===== src/rtl/div_sched_pkg.sv =====
// ============================================================================
// div_sched_pkg : shared state encoding, constants and helpers for div_scheduler
// Rev 1.0 : initial release
// ============================================================================
`default_nettype none

package div_sched_pkg;

  localparam logic [2:0] ST_IDLE   = 3'd0;
  localparam logic [2:0] ST_LOAD_N = 3'd1;
  localparam logic [2:0] ST_LOAD_D = 3'd2;
  localparam logic [2:0] ST_WAIT   = 3'd3;
  localparam logic [2:0] ST_RESP   = 3'd4;

  typedef enum logic [2:0] {
    IDLE   = ST_IDLE,
    LOAD_N = ST_LOAD_N,
    LOAD_D = ST_LOAD_D,
    WAIT   = ST_WAIT,
    RESP   = ST_RESP
  } state_t;

  // Wide enough for any supported DW; users take the low DW bits.
  localparam logic [63:0] DIV0_QUOT = '1;

  // Bits needed to count 0..value-1 (minimum 1).
  function automatic int clog2(input int value);
    int r;
    int v;
    r = 0;
    v = value - 1;
    while (v > 0) begin
      r = r + 1;
      v = v >> 1;
    end
    return (r == 0) ? 1 : r;
  endfunction

endpackage

`default_nettype wire


===== src/rtl/rr_arbiter.sv =====
// ============================================================================
// rr_arbiter : combinational round-robin pick, first req at or after ptr
// Rev 1.0 : initial release
// ============================================================================
`default_nettype none

module rr_arbiter #(
  parameter int NREQ = 4,
  parameter int PW   = 2
) (
  input  logic [NREQ-1:0] req,
  input  logic [PW-1:0]   ptr,
  output logic [NREQ-1:0] grant
);

  logic found;
  int   j;

  always_comb begin
    grant = '0;
    found = 1'b0;
    j     = 0;
    for (int i = 0; i < NREQ; i++) begin
      j = int'(ptr) + i;
      if (j >= NREQ) j = j - NREQ;
      if (!found && req[j]) begin
        grant[j] = 1'b1;
        found    = 1'b1;
      end
    end
  end

endmodule

`default_nettype wire


===== src/rtl/div_scheduler.sv =====
// ============================================================================
// div_scheduler : round-robin sharing of one serial divider among NREQ users
// Rev 1.0 : initial release
// ============================================================================
`default_nettype none

module div_scheduler
  import div_sched_pkg::*;
#(
  parameter int NREQ    = 4,
  parameter int DW      = 8,
  parameter int TIMEOUT = 300
) (
  input  logic               clk,
  input  logic               clear,
  input  logic [NREQ-1:0]    req,
  input  logic [NREQ*DW-1:0] dividend,
  input  logic [NREQ*DW-1:0] divisor,
  output logic [NREQ-1:0]    gnt,
  output logic [NREQ-1:0]    done,
  output logic [DW-1:0]      quotient,
  output logic [DW-1:0]      remainder,
  output logic               div0,
  output logic               err,
  output logic               busy,
  output logic               div_start,
  output logic [DW-1:0]      div_data,
  output logic               div_clear,
  input  logic               div_done,
  input  logic [DW-1:0]      div_quot,
  input  logic [DW-1:0]      div_rem
);

  localparam int PW = clog2(NREQ);
  localparam int CW = clog2(TIMEOUT);

  state_t          state, state_nx;
  logic [PW-1:0]   ptr;
  logic [PW-1:0]   sel_idx;
  logic [NREQ-1:0] arb_gnt;
  logic [PW-1:0]   arb_idx;
  logic [DW-1:0]   n_sel, d_sel;
  logic [DW-1:0]   op_n, op_d;
  logic [CW-1:0]   cnt;
  logic            abort;

  rr_arbiter #(
    .NREQ (NREQ),
    .PW   (PW)
  ) u_arb (
    .req   (req),
    .ptr   (ptr),
    .grant (arb_gnt)
  );

  always_comb begin
    arb_idx = '0;
    n_sel   = '0;
    d_sel   = '0;
    for (int i = 0; i < NREQ; i++) begin
      if (arb_gnt[i]) begin
        arb_idx = PW'(i);
        n_sel   = dividend[i*DW +: DW];
        d_sel   = divisor[i*DW +: DW];
      end
    end
  end

  always_comb begin
    state_nx = state;
    abort    = 1'b0;
    case (state)
      IDLE:   if (|req) state_nx = (d_sel == '0) ? RESP : LOAD_N;
      LOAD_N: state_nx = LOAD_D;
      LOAD_D: state_nx = WAIT;
      WAIT: begin
        // A completion in the final counted cycle takes precedence over abort.
        if (div_done) begin
          state_nx = RESP;
        end else if (cnt == CW'(TIMEOUT - 1)) begin
          abort    = 1'b1;
          state_nx = RESP;
        end
      end
      RESP:    state_nx = IDLE;
      default: state_nx = IDLE;
    endcase
  end

  always_comb begin
    busy      = (state != IDLE);
    div_start = (state == LOAD_N);
    done      = (state == RESP) ? gnt : '0;
    div_clear = clear | abort;
    div_data  = '0;
    if (state == LOAD_N)                       div_data = op_n;
    else if (state == LOAD_D || state == WAIT) div_data = op_d;
  end

  always_ff @(posedge clk) begin
    if (clear) begin
      state     <= IDLE;
      ptr       <= '0;
      sel_idx   <= '0;
      gnt       <= '0;
      op_n      <= '0;
      op_d      <= '0;
      cnt       <= '0;
      quotient  <= '0;
      remainder <= '0;
      div0      <= 1'b0;
      err       <= 1'b0;
    end else begin
      state <= state_nx;
      case (state)
        IDLE: begin
          if (|req) begin
            gnt     <= arb_gnt;
            sel_idx <= arb_idx;
            op_n    <= n_sel;
            op_d    <= d_sel;
            div0    <= 1'b0;
            err     <= 1'b0;
            if (d_sel == '0) begin
              quotient  <= DIV0_QUOT[DW-1:0];
              remainder <= n_sel;
              div0      <= 1'b1;
            end
          end
        end
        LOAD_D: cnt <= '0;
        WAIT: begin
          cnt <= cnt + 1'b1;
          if (div_done) begin
            quotient  <= div_quot;
            remainder <= div_rem;
          end else if (abort) begin
            quotient  <= '0;
            remainder <= '0;
            err       <= 1'b1;
          end
        end
        RESP: begin
          gnt <= '0;
          ptr <= (sel_idx == PW'(NREQ - 1)) ? '0 : sel_idx + 1'b1;
        end
        default: ;
      endcase
    end
  end

endmodule

`default_nettype wire


===== config.mk =====
export PLATFORM = sky130hd
export DESIGN_NAME = div_scheduler
export DESIGN_NICKNAME = d
export VERILOG_FILES = /design/src/rtl/div_sched_pkg.sv /design/src/rtl/rr_arbiter.sv /design/src/rtl/div_scheduler.sv
export SDC_FILE = /design/constraint.sdc
export NUM_CORES = 1
export LEC_CHECK = 0
export CAP_MARGIN = 30
export CORE_ASPECT_RATIO = 0.8
export CORE_MARGIN = 4
export CORE_UTILIZATION = 48
export CTS_CLUSTER_SIZE = 10
export DETAILED_ROUTE_END_ITERATION = 8
export GPL_TIMING_DRIVEN = 0
export PLACE_DENSITY = 0.85
export REMOVE_ABC_BUFFERS = 1
export SLEW_MARGIN = 20
export SYNTH_ARGS = -nofsm -noshare
export SYNTH_HDL_FRONTEND = slang
export SYNTH_SLANG_ARGS = --single-unit

===== constraint.sdc =====
create_clock -name clk -period 9.97 [get_ports clk]
set_clock_uncertainty 0.2 [all_clocks]
set_input_delay 1.4955 -clock clk [delete_from_list [all_inputs] [get_ports clk]]
set_output_delay 1.4955 -clock clk [all_outputs]
set_load 0.05 [all_outputs]

# After elaboration in Yosys (flattened, before gate mapping)
# Cells that the tools add are included.
word_totals:
  inputBits: 87
  word_cells: 142
  regBits: 54
  out_inout_bits: 37
op_classes:
  n_lt_le_gt_ge: 12
  n_mux: 71
  n_addsub: 9
  reduce_logical: 23
  n_eq_ne: 12
  bitwise: 4
ops:
  columns: ["cell", "count"]
  rows:
  - ["8-bit 2-to-1 mux", 17]
  - ["32-bit by 1-bit greater-or-equal comparator with 1-bit output, second input constant", 4]
  - ["32-bit by 4-bit less-than comparator with 1-bit output, second input constant", 4]
  - ["32-bit 2-to-1 mux", 4]
  - ["32-bit by 4-bit greater-or-equal comparator with 1-bit output, second input constant", 3]
  - ["32-bit by 4-bit subtractor with 32-bit output, second input constant", 3]
  - ["8-bit case mux with 2 select lines", 2]
  - ["4-bit 2-to-1 mux", 6]
  - ["1-bit 2-to-1 mux", 23]
  - ["9-bit case mux with 2 select lines", 1]
  - ["3-bit 2-to-1 mux", 4]
  - ["4-bit bitwise OR", 3]
  - ["3-bit case mux with 4 select lines", 1]
  - ["9-bit by 1-bit adder with 9-bit output, second input constant", 1]
  - ["9-bit == test, second input constant", 1]
  - ["1-bit binary-select mux with 2-bit select", 4]
  - ["1-bit demux with 2-bit select", 4]
  - ["8-bit zero test", 1]
  - ["2-bit inequality test, second input constant", 4]
  - ["4-bit case mux with 2 select lines", 1]
  - ["4-bit AND reduction", 2]
  - ["1-bit logical AND", 7]
  - ["2-bit by 2-bit adder with 3-bit output, second input constant", 2]
  - ["3-bit by 2-bit == test with 1-bit output, second input constant", 2]
  - ["other kinds (18)", 27]

# Longest topological paths before layout
# Gate-level depths: netlist of run 1.
logic_depth:
  ltp_word: 23
  depth_mapped: 14
  mapped_depth_nobuf: 11

# Modules after synthesis
# A second synthesis of run 1 with hierarchy kept.
hier_totals:
  hier_cells: 393
  area_unflattened_um2: 3204.3
modules_own_cells:
  columns: ["mod", "cells_per_inst", "n_inst", "area_each_um2"]
  rows:
  - ["div_scheduler", 355, 1, 2846.5]
  - ["rr_arbiter", 38, 1, 357.8]

# Worst setup path before layout of run 1
# No wires, ideal clock.
synth_path:
  kind: "register -> output"
  startpoint: "register state[0]"
  endpoint: "output div_data[0]"
  stages_incl_launch_ff: 4
  path_buffers: 1
  arrival_ps: 2886
  path_slack_ps: 5389
  cell_sequence: "dfxtp_1 -> clkbuf_1 -> nor3b_1 -> a22o_1"
synth_between:
  word_cells_on_any_way: 6
  cone_classes: "eq/ne (3); mux (2); reduce/logical (1)"
synth_lines:
  columns: ["element", "line_no", "source"]
  rows:
  - ["start: declaration", "div_scheduler.sv:37", "state_t state, state_nx;"]
  - ["start signal: assignment", "div_scheduler.sv:114", "state <= state_nx;"]
  - ["3-bit by 1-bit == test with 1-bit output", null, null]
  - ["named net div_start", "div_scheduler.sv:26", "output logic div_start,"]
  - ["8-bit 2-to-1 mux", "div_scheduler.sv:96", "if (state == LOAD_N) div_data = op_n;"]
  - ["end: declaration", "div_scheduler.sv:27", "output logic [DW-1:0] div_data,"]
# The timed path passes the listed nets, and every way through them passes these cells.

# Worst setup path after layout of run 1
layout_path:
  startpoint: "input req[2]"
  endpoint: "register quotient[3]"
layout_between:
  elab_chain_cells: 20
  word_cells_on_any_way: 37
  cone_classes: "eq/ne (2); mux (23); bitwise (3); reduce/logical (9)"
layout_lines:
  columns: ["element", "line_no", "source"]
  rows:
  - ["start: declaration", "div_scheduler.sv:16", "input logic [NREQ-1:0] req,"]
  - ["1-bit binary-select mux with 2-bit select", "rr_arbiter.sv:26", "if (!found && req[j]) begin"]
  - ["1-bit 2-to-1 mux (implied by the code) (2 in series)", "rr_arbiter.sv:26", null]
  - ["1-bit 2-to-1 mux", "rr_arbiter.sv:26", null]
  - ["1-bit zero test", "rr_arbiter.sv:26", null]
  - ["1-bit logical AND", "rr_arbiter.sv:26", null]
  - ["1-bit 2-to-1 mux", "rr_arbiter.sv:26", null]
  - ["1-bit zero test", "rr_arbiter.sv:26", null]
  - ["1-bit logical AND", "rr_arbiter.sv:26", null]
  - ["1-bit 2-to-1 mux", "rr_arbiter.sv:26", null]
  - ["1-bit zero test", "rr_arbiter.sv:26", null]
  - ["1-bit logical AND", "rr_arbiter.sv:26", null]
  - ["4-bit 2-to-1 mux", "rr_arbiter.sv:26", null]
  - ["8-bit 2-to-1 mux (4 in series)", "div_scheduler.sv:61", "if (arb_gnt[i]) begin"]
  - ["8-bit zero test", "div_scheduler.sv:124", "if (d_sel == '0) begin"]
  - ["2-bit inequality test (no source line)", null, null]
  - ["4-bit AND reduction (no source line) (*)", null, null]
  - ["end signal: assignment", "div_scheduler.sv:125", "quotient <= DIV0_QUOT[DW-1:0];"]
  - ["end signal: assignment", "div_scheduler.sv:135", "quotient <= div_quot;"]
  - ["end: declaration", "div_scheduler.sv:21", "output logic [DW-1:0] quotient,"]
# Every way passes the cells marked *; elsewhere a longest branch is shown, timed or not. The select of a mux whose other input is x is not followed.
# A chain may end at the register's enable or synchronous reset.

==> run metrics, run 1 <==
Die Y=83.4 µm; WL met1=approximately 4400 µm; Final Max Slew Viols=0; Crit Path Max Fanout=22; Routed Antenna Nets=0; fin worst setup slack=4.65 ns; # rows=27; first-pass GRT wire length=between 15,000 and 20,000 µm; Leakage=about 0.0017 µW; fill count=just under 600; Worst-Skew Late Latency=roughly 0.31 ns; Worst Setup Start Kind=input pin; CP required=10.00 ns; CTS tree=built; sequential element share of the synthesized area=0.317; layout cells sized above 1=0.0772; hpwl dp=between 7000 and 8000 µm; worst-margin pin slew=between 1 and 1.5 ns; minimum clock period=between 5 and 6 ns; FFs w/ async S/R, synth=0; Clock Sinks=54; post-cts sizing count=0; Post-Route WL=10,800 µm; clk buf depth=2; Max VDD drop=around 0.13 mV; period utilization=0.534; clock root buffer=clkbuf_8; Syn Area/Cell=7.81 µm²; Die Width=roughly 100 µm; Clk pin slew, worst setup/hold paths=about 0.10 ns; routed wl met2=roughly 5100 µm; synth unique cells=54; placed insts=619; Residual DRC=0; Synth area leaders=dfxtp_1, nand2_1, a21oi_1; synthesis-to-layout area growth=40.7%; WS Path Type=in2reg; Power Density=168 nW/µm²; worst min path class=reg2reg; Mapped Area=~3400 µm²; Num CTS Buffers=5; number of hold buffers added after cts=0; Avg Vias per Cell=6.15; number of diodes=0; RSZ-0062 raised after global routing=false; highest metal used=met4; H-Tree Depth=2; vias in the first global route=roughly 3,700; # setup viols final=0; Ys Warns=0; outcome=complete, no violations; Slew headroom=0.224; most numerous cell in the Yosys netlist=nand2_1; core area=between 6000 and 7000 µm²; prevailing post-synth register cell=dfxtp_1; PortBufs=around 120; DR pass1 iterations=5; max frequency=~190 MHz; Final GP Congestion=about 0.84; Starting Density=0.494; max_cap viols=0; die area=8520 µm²; Setup crit end kind=flip-flop; total track usage=0.246; Post-synth EDFFs=0; nets=640; buffer count from post-CTS setup fixing=0; final std cells w/o fill=about 630; Reg-to-Reg Start=ptr[0]; number of I/O pins=approximately 120; post-synth top area share=0.317; Post-Synthesis Cells=436; setup TNS=0 ns; most common library cells after synthesis=nand2_1, dfxtp_1, nor2_1; DR WL/cell=~17 µm; initial antenna violation count=0; CP arrival=between 5 and 6 ns; Worst Setup SP=req[2]; Fin. Hold Viols=0; vias=between 3,000 and 4,000; met3 WL=~1100 µm; largest area contributor in the synthesized netlist=dfxtp_1; Hold Slack=between 0.2 and 0.3 ns; Final Util=0.696; drt initial violations=260; largest net degree at the start of global routing=39; total gr overflow=0; post-synthesis register bit count=54; dpl ws=about 4 ns; critical hold path startpoint=op_n[3]
[layout by cell type, fill, tap and decap left out, types with 5 or more instances in the layout]
master | Yosys | layout
clkdlybuf4s50_1 | 0 | 122
nand2_1 | 61 | 61
dfxtp_1 | 54 | 54
nor2_1 | 42 | 42
a21oi_1 | 35 | 35
o21ai_0 | 33 | 33
nor3_1 | 12 | 12
a211oi_2 | 12 | 12
a221oi_1 | 12 | 12
inv_1 | 10 | 10
a31oi_1 | 10 | 10
a22o_1 | 9 | 9
ha_1 | 9 | 9
nand3_1 | 8 | 8
a22oi_1 | 8 | 8
nand4_1 | 8 | 8
a21o_1 | 8 | 8
and3_1 | 6 | 6
nand2b_1 | 6 | 6
a211oi_1 | 6 | 6
clkbuf_8 | 0 | 5
[final cells by class]
class / count / area (µm²) / share of cell area
multi-input cells: 342 / 2170 / 0.453
inverters: 10 / 37.5 / 0.00783
repair buffers: 131 / 1310 / 0.274
well taps: 87 / 109 / 0.0227
clock inverters: 1 / 7.51 / 0.00157
flip-flops and latches: 54 / 1080 / 0.225
clock buffers: 6 / 72.6 / 0.0151
[cells by family after synthesis]
| family | after synthesis | share of synthesized area |
|---|---|---|
| buffers and inverters | 40 | 0.0499 |
| AO/OA/AOI/OAI | 153 | 0.320 |
| multiplexers | 3 | 0.0198 |
| AND/OR/NAND/NOR | 174 | 0.253 |
| adder cells (fa/ha/maj) | 9 | 0.0331 |
| flip-flops | 54 | 0.317 |
| XOR/XNOR | 3 | 0.00771 |
[layer usage]
layer	vias up	global-route usage
met5	-	0
met4	0	0.0679
met3	20	0.0504
met2	201	0.402
met1	1827	0.325
li1	1834	-
[registers in the layout (all words and copies together), names as in the netlist]
name / flops
state: 3
ptr: 2
div0: 1
remainder: 8
op_d: 8
quotient: 8
sel_idx: 2
cnt: 9
op_n: 8
err: 1
gnt: 4
[power breakdown]
part	switching, µW	internal [µW]	total [µW]
sequential	27.7	252	280
clock	73.3	48.5	122
combinational	252	150	402
total	353	451	804
[worst paths after layout]
check	end	slack [ns]	cells past startpoint
max	quotient[3]	4.65	10
min	op_n[3]	0.26	2
max reg2reg	quotient[3]	5.30	11
min reg2reg	op_n[3]	0.26	2
[worst max-delay path, stage by stage]
cell             delay [ns]
clkdlybuf4s50_1        0.54
mux4_2                 0.56
nand2b_1               0.15
o21ai_1                0.13
a221oi_4               0.71
o311a_1                0.29
a2bb2oi_1              0.26
and2_1                 0.66
nand3_4                0.27
a211oi_2               0.28
[through the flow]
step                      power [µW]  cell area (µm²)
final                            804             4790
after global routing             848             4790
after CTS                        792             4750
after detailed placement         675             4670
after global placement           661             4610
after floorplan                  529             3270
No activity file was read; power rests on OpenSTA's default activity.
==> inputs of run 2 (changes only) <==
--- a/config.mk
+++ b/config.mk
@@ -8,11 +8,11 @@
 export CAP_MARGIN = 30
 export CORE_ASPECT_RATIO = 0.8
 export CORE_MARGIN = 4
-export CORE_UTILIZATION = 48
+export CORE_UTILIZATION = 45
 export CTS_CLUSTER_SIZE = 10
 export DETAILED_ROUTE_END_ITERATION = 8
 export GPL_TIMING_DRIVEN = 0
-export PLACE_DENSITY = 0.85
+export PLACE_DENSITY = 0.81
 export REMOVE_ABC_BUFFERS = 1
 export SLEW_MARGIN = 20
 export SYNTH_ARGS = -nofsm -noshare
==> constraint.sdc (replaced) <==
create_clock -name clk -period 4.9 [get_ports clk]
set_clock_uncertainty 0.2 [all_clocks]
set_input_delay 0.735 -clock clk [delete_from_list [all_inputs] [get_ports clk]]
set_output_delay 0.735 -clock clk [all_outputs]
set_load 0.05 [all_outputs]
==> run 2 against run 1 <==
  * Global-route usage fell by 2.3 points
  * First-iteration DRC count rose by 23%
  * Count of clock-buffer cells in the layout rose by 1
  * Highest routed layer unchanged
  * Wire length barely moved
  * Combinational power rose by 100%
  * Worst hold slack improved by 0.0026 ns
  * Die area rose by 6.1%
  * Power rose by 100%
  * Critical endpoint is now quotient[7]
  * Critical path type is now reg2reg
==> run metrics, run 2 (synthesis results as in run 1) <==
worst-margin pin slew=about 0.95 ns; Clock Sinks=54; CP max stage cell=and2_1; Post-Route WL=around 11,000 µm; Leakage=around 0.0017 µW; vias in the first global route=3,589; critical hold path startpoint=op_n[2]; CTS tree=built; Slew headroom=0.365; Residual DRC=0; area of the multi-input gates=between 2000 and 2500 µm²; R2R Path End=quotient[7]; minimum clock period=roughly 4.6 ns; Reg-to-Reg Start=ptr[0]; vias=3,834; Avg Vias per Cell=5.90; # rows=28; commonest non-fill, non-tap cell in the layout=clkdlybuf4s50_1; CP Buf/Inv Count=1; Worst-Skew Late Latency=~0.3 ns; hpwl dp=7710 µm; synthesis-to-layout area growth=41.1%; Die Width=~110 µm; Hold Slack=~0.27 ns; initial antenna violation count=0; clk buf depth=2; Power Density=about 340 nW/µm²; Die Y=around 86 µm; Crit Path Max Fanout=23; Setup crit end kind=flip-flop; number of hold buffers added after cts=0; Max VDD drop=roughly 0.23 mV; nets=~640; Largest register FFs=9; # setup viols final=0; H-Tree Depth=2; setup TNS=0 ns; Final Max Slew Viols=0; max frequency=218 MHz; worst reg2reg path depth=11; first-pass GRT wire length=16,700 µm; CP Capture Point=quotient[7]; total gr overflow=0; Final Util=0.650; cell-by-cell trace of the critical path=inv_1, ha_1, or3b_1, a2111o_1, a21oi_1, or2_4, o311a_1, a2bb2oi_1, and2_1, nand3_4, a211oi_2; period utilization=0.936; max incr delay on CP=around 0.68 ns; RSZ-0062 raised after global routing=false; max_cap viols=0; register area=about 1100 µm²; fill count=616; DR WL/cell=roughly 17 µm; R2R setup slack=about 0.31 ns; PortBufs=between 100 and 150; Worst Setup SP=ptr[0]; Routed Antenna Nets=0; drt initial violations=~320; WS Path Type=reg2reg; core area=7390 µm²; outcome=complete, no violations; total power=between 1500 and 2000 µW; CP arrival=approximately 4.6 ns; Clk pin slew, worst setup/hold paths=roughly 0.09 ns; CP top delay family=simple AND/OR/NAND/NOR gates; Starting Density=0.461; most frequent cells in the layout=clkdlybuf4s50_1, nand2_1, dfxtp_1, nor2_1, a21oi_1; Num CTS Buffers=5; number of diodes=0; Final GP Congestion=between 0.8 and 0.9; layout cells sized above 1=0.0771; total track usage=0.222; number of I/O pins=around 120; DR pass1 iterations=5; Biggest register=cnt; buffer count from post-CTS setup fixing=0; die area=9040 µm²; Worst Setup Start Kind=flip-flop; clock root buffer=clkbuf_8; CP required=between 4 and 5 ns; Fin. Hold Viols=0; Stages on worst setup path=11; worst min path class=reg2reg; largest net degree at the start of global routing=39
## run 2: cell types whose count changed in the layout (fill, tap and decap cells not counted), sizes merged
cell / change
a221oi: +1
buf: -1
clkbuf: +2
clkinvlp: -1
## run 2: area by class of cell
type | instances | share of cell area
Inverter | 10 | 0.00781
Multi-Input combinational cell | 343 | 0.455
Timing Repair Buffer | 131 | 0.270
Sequential cell | 54 | 0.225
Clock buffer | 7 | 0.0159
Tap cell | 105 | 0.0273
## run 2: how the worst min path moves through the flow
stage | cells past startpoint | to | slack [ns]
after floorplan | 2 | op_d[4] | 0.23
after global placement | 2 | op_n[0] | 0.25
after detailed placement | 2 | op_n[4] | 0.25
after CTS | 2 | op_d[4] | 0.26
after global routing | 2 | op_d[4] | 0.28
final | 2 | op_n[2] | 0.27
## run 2: stage by stage
| stage | instance area (µm²) | cells | setup slack (ns) |
|---|---|---|---|
| 3_3_place_gp | 4640 | 634 | -0.416 |
| 6_report | 4810 | 650 | 0.313 |
| 3_5_place_dp | 4680 | 638 | 0.0546 |
| 5_1_grt | 4810 | 650 | 0.0744 |
| 4_1_cts | 4760 | 645 | 0.246 |
| 2_1_floorplan | 3270 | 406 | 0.833 |
## run 2: metal layers
layer  vias to the layer above  GRT usage  routed length, µm
met5                         -          0                  0
met2                       169      0.372               5150
li1                       1838          -                  -
met1                      1810      0.278               4490
met3                        17     0.0692               1060
met4                         0     0.0632                124
## run 2: report_power, final
| part | switching, µW | leakage, µW | total [µW] | internal [µW] |
|---|---|---|---|---|
| Combinational | 514 | 0.00118 | 813 | 300 |
| Sequential | 55.7 | 0.000441 | 568 | 513 |
| Clock | 135 | 0.0000383 | 233 | 98.8 |
## run 2: worst register-to-register path: stages (launching register included)
cell and delay, ns:
dfxtp_1 0.56, inv_1 0.21, ha_1 0.40, or3b_1 0.41, a2111o_1 0.48, a21oi_1 0.23, or2_4 0.34, o311a_1 0.21
a2bb2oi_1 0.26, and2_1 0.68, nand3_4 0.27, a211oi_2 0.25
## run 2: what timing repair did
action	CTS	global route
gates resized for setup	0	0
hold endpoints to repair	0	0
setup endpoints to repair	0	9
==> inputs of run 3 (changes only) <==
--- a/config.mk
+++ b/config.mk
@@ -12,7 +12,7 @@
 export CTS_CLUSTER_SIZE = 10
 export DETAILED_ROUTE_END_ITERATION = 8
 export GPL_TIMING_DRIVEN = 0
-export PLACE_DENSITY = 0.81
+export PLACE_DENSITY = 0.92
 export REMOVE_ABC_BUFFERS = 1
 export SLEW_MARGIN = 20
 export SYNTH_ARGS = -nofsm -noshare
==> run 3 against run 2 <==
  * Cell count fell by 0.31%
  * Non-clock buffer count shrank 2
  * First-iteration DRC count fell by 26%
  * Die area stayed put
  * Setup slack got worse by 0.047 ns
  * Critical path depth shrank 2
  * Utilization rose by 0.51 points
  * Sequential power about the same
==> run metrics, run 3 (synthesis results as in run 1) <==
final std cells w/o fill=~650; largest net degree at the start of global routing=39; Largest register FFs=9; dpl ws=-0.234 ns; Placement Cell Area=between 4000 and 5000 µm²; die area=around 9000 µm²; vias in the first global route=between 3,000 and 4,000; period utilization=0.946; nets=639; # setup viols final=0; initial antenna violation count=0; setup TNS=0 ns; Clock Sinks=54; Worst-Skew Late Latency=about 0.31 ns; Routed Antenna Nets=0; number of diodes=0; Starting Density=0.461; Hold Slack=between 0.2 and 0.3 ns; worst-margin pin slew=1.14 ns; clock root buffer=clkbuf_8; PortBufs=between 100 and 150; number of hold buffers added after cts=0; most frequent cells in the layout=clkdlybuf4s50_1, nand2_1, dfxtp_1, nor2_1, a21oi_1; Worst Setup Start Kind=input pin; Die Y=~86 µm; CP required=approximately 5 ns; Setup crit end kind=flip-flop; placed insts=~640; Crit Path Max Fanout=26; max incr delay on CP=0.94 ns; Residual DRC=0; number of I/O pins=~120; buffer count from post-CTS setup fixing=0; cell-by-cell trace of the critical path=clkdlybuf4s50_1, nand2b_1, mux4_2, nor2_1, a221o_1, a2bb2oi_1, and2_1, a21o_1, a31oi_1; hpwl dp=roughly 8000 µm; layout cells sized above 1=0.0773; CP max stage cell=a221o_1; clk buf depth=2; Leakage=around 0.0017 µW; CP arrival=between 4 and 5 ns; final instance area=4850 µm²; minimum clock period=around 4.6 ns; core area=7390 µm²; total gr overflow=0; total track usage=0.236; Num CTS Buffers=5; worst min path class=reg2reg; outcome=complete, no violations; commonest non-fill, non-tap cell in the layout=clkdlybuf4s50_1; # rows=28; first-pass GRT wire length=about 18,000 µm; CTS tree=built; H-Tree Depth=2; Final GP Congestion=0.874; Post-Route WL=approximately 12,000 µm; max_cap viols=0; WS Path Type=in2reg; vias=3,881; DR pass1 iterations=6; Max VDD drop=about 0.34 mV; Clk pin slew, worst setup/hold paths=~0.1 ns; Worst Hold Depth=2; RSZ-0062 raised after global routing=false; fill count=598; Final Max Slew Viols=0; Slew headroom=0.237; DR WL/cell=17.8 µm; worst reg2reg path depth=12; Avg Vias per Cell=~6.0; Fin. Hold Viols=0; max frequency=216 MHz; Power Density=353 nW/µm²; Die Width=105 µm; Biggest register=cnt; drt initial violations=237; fin worst setup slack=0.266 ns; synthesis-to-layout area growth=42.2%
[run 3: final timing paths]
check / startpoint / endpoint / slack [ns]
worst max register to register: ptr[0] / quotient[6] / 0.29
worst min-delay path: op_n[6] / op_n[6] / 0.27
worst max-delay path: req[0] / remainder[6] / 0.27
worst min register to register: op_n[6] / op_n[6] / 0.27
[run 3: area by class of cell]
type / count / area (µm²) / area share
Multi-Input combinational cell: 343 / 2200 / 0.454
Timing Repair Buffer: 129 / 1280 / 0.265
Sequential cell: 54 / 1080 / 0.223
Tap cell: 105 / 131 / 0.0271
Clock buffer: 6 / 82.6 / 0.0170
Inverter: 10 / 37.5 / 0.00775
Clock inverter: 1 / 30.0 / 0.00620
[run 3: per-stage QoR]
step	power [µW]	util
floorplan	1080	-
global placement	1340	0.627
detailed placement	1380	0.634
CTS	1690	0.651
global route	1790	0.656
finish	1710	0.656
[run 3: timing repair]
item / in CTS / in global routing
resized for setup: 1 / 1
endpoints found under the setup margin: 9 / 17
gates cloned: 0 / 1
endpoints found under the hold margin: 0 / 0
pin swaps: 0 / 1
[run 3: critical path, delay by kind of cell]
family          cells  cell delay (ns)
buf+inv             1             0.53
compound gates      4             1.61
mux                 1             0.49
simple gates        3             1.27
[run 3: where the power goes]
group	internal, µW	switching [µW]
Sequential	513	58.5
Clock	164	146
Combinational	304	524
Total	980	728
[run 3: metal layers]
layer  GRT usage  up-vias  part of all wire
met1       0.272     1778              0.40
met4      0.0763        0             0.027
li1            -     1838                 -
met3      0.0685       41              0.11
met5           0        -                 0
met2       0.422      224              0.47
